**src/rtl/ctrl_bubble_reg.sv**
```systemverilog
// ID/EX control-word register with load-use hazard detection, multi-cycle
// bubble insertion, branch flush, downstream hold and a saturating bubble counter.
module ctrl_bubble_reg #(
    parameter int unsigned CTRL_W      = 9,
    parameter int unsigned MEMREAD_BIT = 4,
    parameter int unsigned REG_W       = 5,
    parameter int unsigned LOAD_STALL  = 1,
    parameter int unsigned PERF_W      = 16
) (
    input  logic              clk,
    input  logic              reset,
    input  logic [CTRL_W-1:0] ctrl_in,
    input  logic              id_valid,
    input  logic [REG_W-1:0]  id_rs,
    input  logic [REG_W-1:0]  id_rt,
    input  logic [REG_W-1:0]  ex_rt,
    input  logic              flush,
    input  logic              ext_stall,
    output logic [CTRL_W-1:0] ctrl_out,
    output logic              bubble,
    output logic              pc_write,
    output logic              ifid_write,
    output logic [PERF_W-1:0] bubble_cnt
);

    typedef enum logic {
        RUN   = 1'b0,
        STALL = 1'b1
    } state_t;

    localparam logic [2:0]        STALL_INIT = 3'(LOAD_STALL - 1);
    localparam logic [PERF_W-1:0] PERF_ONE   = PERF_W'(1);

    state_t            state_q, state_d;
    logic [2:0]        cnt_q, cnt_d;
    logic [CTRL_W-1:0] ctrl_q, ctrl_d;
    logic              bubble_q, bubble_d;
    logic [PERF_W-1:0] perf_q, perf_d;

    logic ex_load;
    logic hazard;
    logic freeze;

    // A bubble in EX carries no real load, so it can never create a hazard.
    assign ex_load = ctrl_q[MEMREAD_BIT] & ~bubble_q;
    assign hazard  = ex_load & id_valid & (ex_rt != '0) &
                     ((ex_rt == id_rs) | (ex_rt == id_rt));
    assign freeze  = ((state_q == RUN) & hazard) | (state_q == STALL);

    assign pc_write   = ~ext_stall & (flush | ~freeze);
    assign ifid_write = ~ext_stall & (flush | ~freeze);

    always_comb begin
        state_d  = state_q;
        cnt_d    = cnt_q;
        ctrl_d   = ctrl_q;
        bubble_d = bubble_q;
        perf_d   = perf_q;

        if (flush) begin
            ctrl_d   = '0;
            bubble_d = 1'b1;
            state_d  = RUN;
            cnt_d    = '0;
        end else if (ext_stall) begin
            // everything holds, including the remaining stall count
        end else if (freeze) begin
            ctrl_d   = '0;
            bubble_d = 1'b1;
            if (perf_q != '1) begin
                perf_d = perf_q + PERF_ONE;
            end
            if (state_q == RUN) begin
                if (LOAD_STALL > 1) begin
                    state_d = STALL;
                    cnt_d   = STALL_INIT;
                end
            end else if (cnt_q == 3'd1) begin
                state_d = RUN;
                cnt_d   = '0;
            end else begin
                cnt_d = cnt_q - 3'd1;
            end
        end else begin
            ctrl_d   = ctrl_in;
            bubble_d = ~id_valid;
        end
    end

    always_ff @(posedge clk or posedge reset) begin
        if (reset) begin
            state_q  <= RUN;
            cnt_q    <= '0;
            ctrl_q   <= '0;
            bubble_q <= 1'b1;
            perf_q   <= '0;
        end else begin
            state_q  <= state_d;
            cnt_q    <= cnt_d;
            ctrl_q   <= ctrl_d;
            bubble_q <= bubble_d;
            perf_q   <= perf_d;
        end
    end

    assign ctrl_out   = ctrl_q;
    assign bubble     = bubble_q;
    assign bubble_cnt = perf_q;

endmodule

```
**config.mk**
```make
export PLATFORM = sky130hd
export DESIGN_NAME = ctrl_bubble_reg
export DESIGN_NICKNAME = d
export VERILOG_FILES = /design/src/rtl/ctrl_bubble_reg.sv
export SDC_FILE = /design/constraint.sdc
export NUM_CORES = 1
export LEC_CHECK = 0
export BUFFER_PORTS_ARGS = -buffer_cell sky130_fd_sc_hd__buf_4
export CAP_MARGIN = 20
export CORE_ASPECT_RATIO = 1.75
export CORE_MARGIN = 2
export CORE_UTILIZATION = 44
export DETAILED_ROUTE_END_ITERATION = 16
export PLACE_DENSITY = 0.85
export SYNTH_ARGS = -nofsm -noshare
export SYNTH_HDL_FRONTEND = slang
export SYNTH_SLANG_ARGS = --single-unit
export TNS_END_PERCENT = 50
```
**constraint.sdc**
```tcl
create_clock -name clk -period 1.95 [get_ports clk]
set_clock_uncertainty 0.2 [all_clocks]
set_input_delay 0.2925 -clock clk [delete_from_list [all_inputs] [get_ports clk]]
set_output_delay 0.2925 -clock clk [all_outputs]
set_load 0.005 [all_outputs]
```
Word level (Yosys, flattened, before mapping)
Index checks and enable logic that the tools add are counted.

$add $sub $neg: 2. Equal/unequal tests: 5. Multiplexer cells: 16. Bitwise gates (word level): 15. Reduce and logical (&&, ||, !) cells: 6.

Operators by type and width (number): $mux 9 (3); $add 16x1->16 const B (1); $ne 16x16->1 const B (1); $mux 3 (5); $eq 5x5->1 (2); $mux 1 (8); $and 1x1->1 (6); $not 1->1 (6); $reduce_bool 5->1 (1); $reduce_and 4->1 (1); $reduce_bool 2->1 (2); $eq 3x1->1 const B (1); $or 1x1->1 (3); $reduce_and 3->1 (1); $sub 3x1->3 const B (1); $ne 2x2->1 const B (1); $reduce_and 2->1 (1).

Flip-flop bits (word level): 30. Output and inout port bits: 28. Word-level logic and storage cells: 49.

Depth between registers and ports, before layout
Word-level depth: 10. Gate-level depth with buffers: 9.

Worst setup path before layout
No wires, ideal clock.

Path kind: reg2out. From: register bubble_q (netlist: bubble). To: output pc_write. Arrival: 1649 ps. Data required time: 1457 ps. Path slack: -191 ps. Cell stages (with the launch flop): 9. Buffers on the path: 3. Cell sequence: dfstp_2 nand3b_1 a21oi_1 a21oi_4 buf_4 buf_2 nor2_1 nor2_1 buf_4.

Word-level cells in the longest chain between the ends: 10.

Ends and longest elaborated chain: start, declared (RTL line 37) `logic bubble_q, bubble_d;`; start signal, assigned (RTL line 101) `bubble_q <= bubble_d;`; $not 1->1 (RTL line 45) `assign ex_load = ctrl_q[MEMREAD_BIT] & ~bubble_q;`; $and 1x1->1 (RTL line 45); $and 1x1->1 (3 in series) (RTL line 46) `assign hazard = ex_load & id_valid & (ex_rt != '0) &`; $and 1x1->1 (RTL line 48) `assign freeze = ((state_q == RUN) & hazard) | (state_q == STALL);`; $or 1x1->1 (RTL line 48); $not 1->1; $or 1x1->1; $and 1x1->1; end, declared (RTL line 21) `output logic pc_write,`.

No other way between the ends.

Worst setup path in the final report
From: register perf_q[1] (netlist: bubble_cnt[1]). To: register perf_q[1] (netlist: bubble_cnt[1]).

Word-level cells in the longest chain between the ends: 2.

Ends and longest elaborated chain: start, declared (RTL line 38) `logic [PERF_W-1:0] perf_q, perf_d;`; start signal, assigned (RTL line 102) `perf_q <= perf_d;`; parallel branches: the longest is 2 deep, another holds $add 16x1->16.

Several ways; the timed one is not identified. A chain may end at the register's enable or synchronous reset.

==> results.tsv <==
stage	metric	value	unit
status	status	finished, violations left	
status	failing checks	negative setup slack	
detailed_routing	Initial DRC Count	28	
clock_network	CTS tree	built	
critical_path	R2R setup slack	-80	ps
critical_path	Crit Path Max Fanout	3	
clock_network	CTS H-tree lvls	2	
critical_path	CP endpoint kind	flop	
hold_path	Min-Delay Path Class	in -> reg	
critical_path	worst path cell trace	ha_2 -> nand2_2 -> or2_4 -> nor2_2 -> a211o_1 -> or2_4 -> mux2_4	
synthesis	Synth area leaders	dfrtp_1 45%, xnor2_1 7.0%, xor2_1 7.0%	
layout	layout cells sized above 1	50.4	%
place	# port buffers	56	
detailed_routing	number of iterations in the first detailed-routing pass	4	
synthesis	Yosys cell types	33	
pwr	pwr dens	526	nW/um^2
critical_path	CP Depth	7	
pwr	worst IR drop on VDD	0.520	mV
pwr	Total Power	1.35	mW
synthesis	Synth top area share	44.9	%
synthesis	syn_nets	194	
detailed_routing	Via Count	1543	
layout	final instance area	2560	sq um
clock_network	Reg clk slew, reported paths	60	ps
job	Max-Cap Viols	0	
clock_network	total CTS buffers	5	
grt	initial antenna violation count	0	
critical_path	number of buffers and inverters on the critical path	0	
clock_network	Sink Count	30	
place	RePlAce Congestion	0.796	
critical_path	CP max stage delay	390	ps
die	Core Footprint	3560	sq um
layout	most common cell after layout, fill and taps aside	buf_4	
synthesis	Post-Syn Instances	162	
sta	RSZ-0062 raised after global routing	true	
grt	vias in the first global route	1610	
sta	worst setup margin	-76.3	ps
sta	Final Hold Vio Count	0	
place	worst slack at placement	-121	ps
place	dpl cell area	2290	sq um
layout	FILL cells	257	
place	Detailed Place HPWL	3.01	mm
layout	Nets	285	
layout	Antenna diodes	0	
sta	final period utilization	104	%
critical_path	R2R depth	7	
critical_path	Critical R2R Launch	bubble_cnt[1]	
critical_path	startpoint type of the worst setup path	flop	
synthesis	dominant synthesized flop cell	dfrtp_1	
synthesis	Synth area leader	dfrtp_1	
grt	Total Routing Usage GR	21.5	%
critical_path	Slowest cell on crit path	dfrtp_1	
clock_network	Root Driver	clkbuf_8	
detailed_routing	DRC viols	0	
detailed_routing	vias per inst	5.14	
clock_network	Clk Latency, worst-skew pair	290	ps
die	chip height	84.2	microns
critical_path	worst path arrival time	2000	ps
die	full die area	4190	sq um
critical_path	Worst EP required	1930	ps
layout	most frequent cells in the layout	87 x buf_4, 29 x dfrtp_1, 18 x nand2_1	
synthesis	Seq/Total Area, Yosys	46.6	%
detailed_routing	wire per inst	14.3	microns
sta	Setup Viol. Count Final	11	
sta	Pins Over Slew Limit	0	
synthesis	Syn Std Cell Area	1620	sq um
detailed_routing	Antenna Nets Post-Route	0	
synthesis	syn avg cell area	9.97	sq um
sta	Rel. slew slack	74.8	%
die	row count	29	
synthesis	Post-synth EDFFs	0	
layout	Core Util, Final	72.1	%
sta	maximum clock rate	494	MHz
pwr	P_leak	1.32	nW
critical_path	reg2reg end	bubble_cnt[1]	
sta	Final min period	2030	ps
die	Die Span X	49.8	microns
die	Starting Density	45.4	%
synthesis	Yosys warnings	0	
sta	Least-Margin Pin Slew	378	ps
die	I/O pin count	57	
synthesis	synthesized flop and latch total	30	
critical_path	Crit path max-delay family	simple AND/OR/NAND/NOR gates	
critical_path	Worst Setup EP	bubble_cnt[1]	
detailed_routing	Detailed Route WL	4.28	mm
critical_path	most frequent CP cell	or2_4	
clock_network	Longest Clk Path Bufs	2	
critical_path	CP startpoint	bubble_cnt[1]	
synthesis	ys async rst share	100	%
grt	GRT Residual Overflow	0	
critical_path	kind of critical path	reg -> reg	
layout	Syn-to-layout area delta	58.6	%
grt	largest net degree at the start of global routing	31	
grt	first-pass GRT wire length	6.88	mm
[worst min-delay path by stage]
| stage | start | end | slack, ps | cells after the start |
|---|---|---|---|---|
| global route | ctrl_in[7] | ctrl_out[7] | 60 | 3 |
| finish | ctrl_in[6] | ctrl_out[6] | 60 | 3 |
| CTS | ctrl_in[7] | ctrl_out[7] | 60 | 3 |
| detailed placement | reset | bubble_cnt[7] | 190 | 3 |
| global placement | reset | bubble_cnt[8] | 190 | 3 |
| floorplan | reset | bubble_cnt[0] | 180 | 1 |
[power breakdown]
part	switching (mW)	internal (mW)
Clock	0.234	0.284
Combinational	0.0846	0.101
Sequential	0.00816	0.637
Total	0.327	1.02
[flip-flops by register name (all words and copies together), names as in the netlist]
register / flops
ctrl_out: 9
bubble: 1
state_q: 1
cnt_q: 3
bubble_cnt: 16
[cells in the mapped netlist (4+ instances only)]
cell     number
nand3_1      15
dfrtp_1      29
inv_1         7
nor3_1        4
nor2_1       10
xnor2_1      13
nor4_2        4
nand2_1      19
xor2_1       13
a21oi_1      13
[logic make-up (layout without fill, tap and decap cells)]
kind of cell	Yosys count	in the layout	share of synthesized area, %
XOR/XNOR	26	26	14.1
AND/OR/NAND/NOR	69	69	24.7
flip-flops	30	30	46.6
AO/OA/AOI/OAI	18	18	7.28
buffers and inverters	15	107	4.34
adder cells (fa/ha/maj)	3	3	2.32
multiplexers	1	1	0.697
[metal layers]
metal / routed length (microns) / share of wire (%) / vias to the layer above / GRT usage (%)
li1: - / - / 731 / -
met4: 81 / 1.9 / 0 / 9.85
met1: 1510 / 35 / 748 / 21.1
met5: 0 / 0 / - / 0
met3: 245 / 5.7 / 7 / 4.80
met2: 2440 / 57 / 57 / 41.1
[worst min-delay path: cells and delay by family]
kind	cells	cell delay [ps]
AO/OA/AOI/OAI	1	60
AND/OR/NAND/NOR	1	50
buffers and inverters	1	110
[metrics by stage]
step,instances,hold slack [ps],setup TNS (ps)
2_1_floorplan,162,183,-131
3_3_place_gp,286,191,-221
3_5_place_dp,286,193,-449
4_1_cts,299,57.6,-216
5_1_grt,300,63.6,-1440
6_report,300,60.2,-280
[cell type report]
cell class / count / area, sq um / share of cell area [%]
multi-input cells: 117 / 927 / 36.2
flip-flops and latches: 30 / 752 / 29.3
repair buffers: 92 / 708 / 27.6
clock buffers: 7 / 86.3 / 3.37
well taps: 46 / 57.6 / 2.25
inverters: 7 / 26.3 / 1.03
clock inverters: 1 / 5.00 / 0.195
[what timing repair did]
action,in CTS,in global routing
cloned,0,0
endpoints found under the hold margin,29,0
endpoints found under the setup margin,16,18
pin swaps,7,8
setup buffers,4,1
gates resized for setup,19,4
hold buffers,1,0
Power figures use the tool's default switching activity.
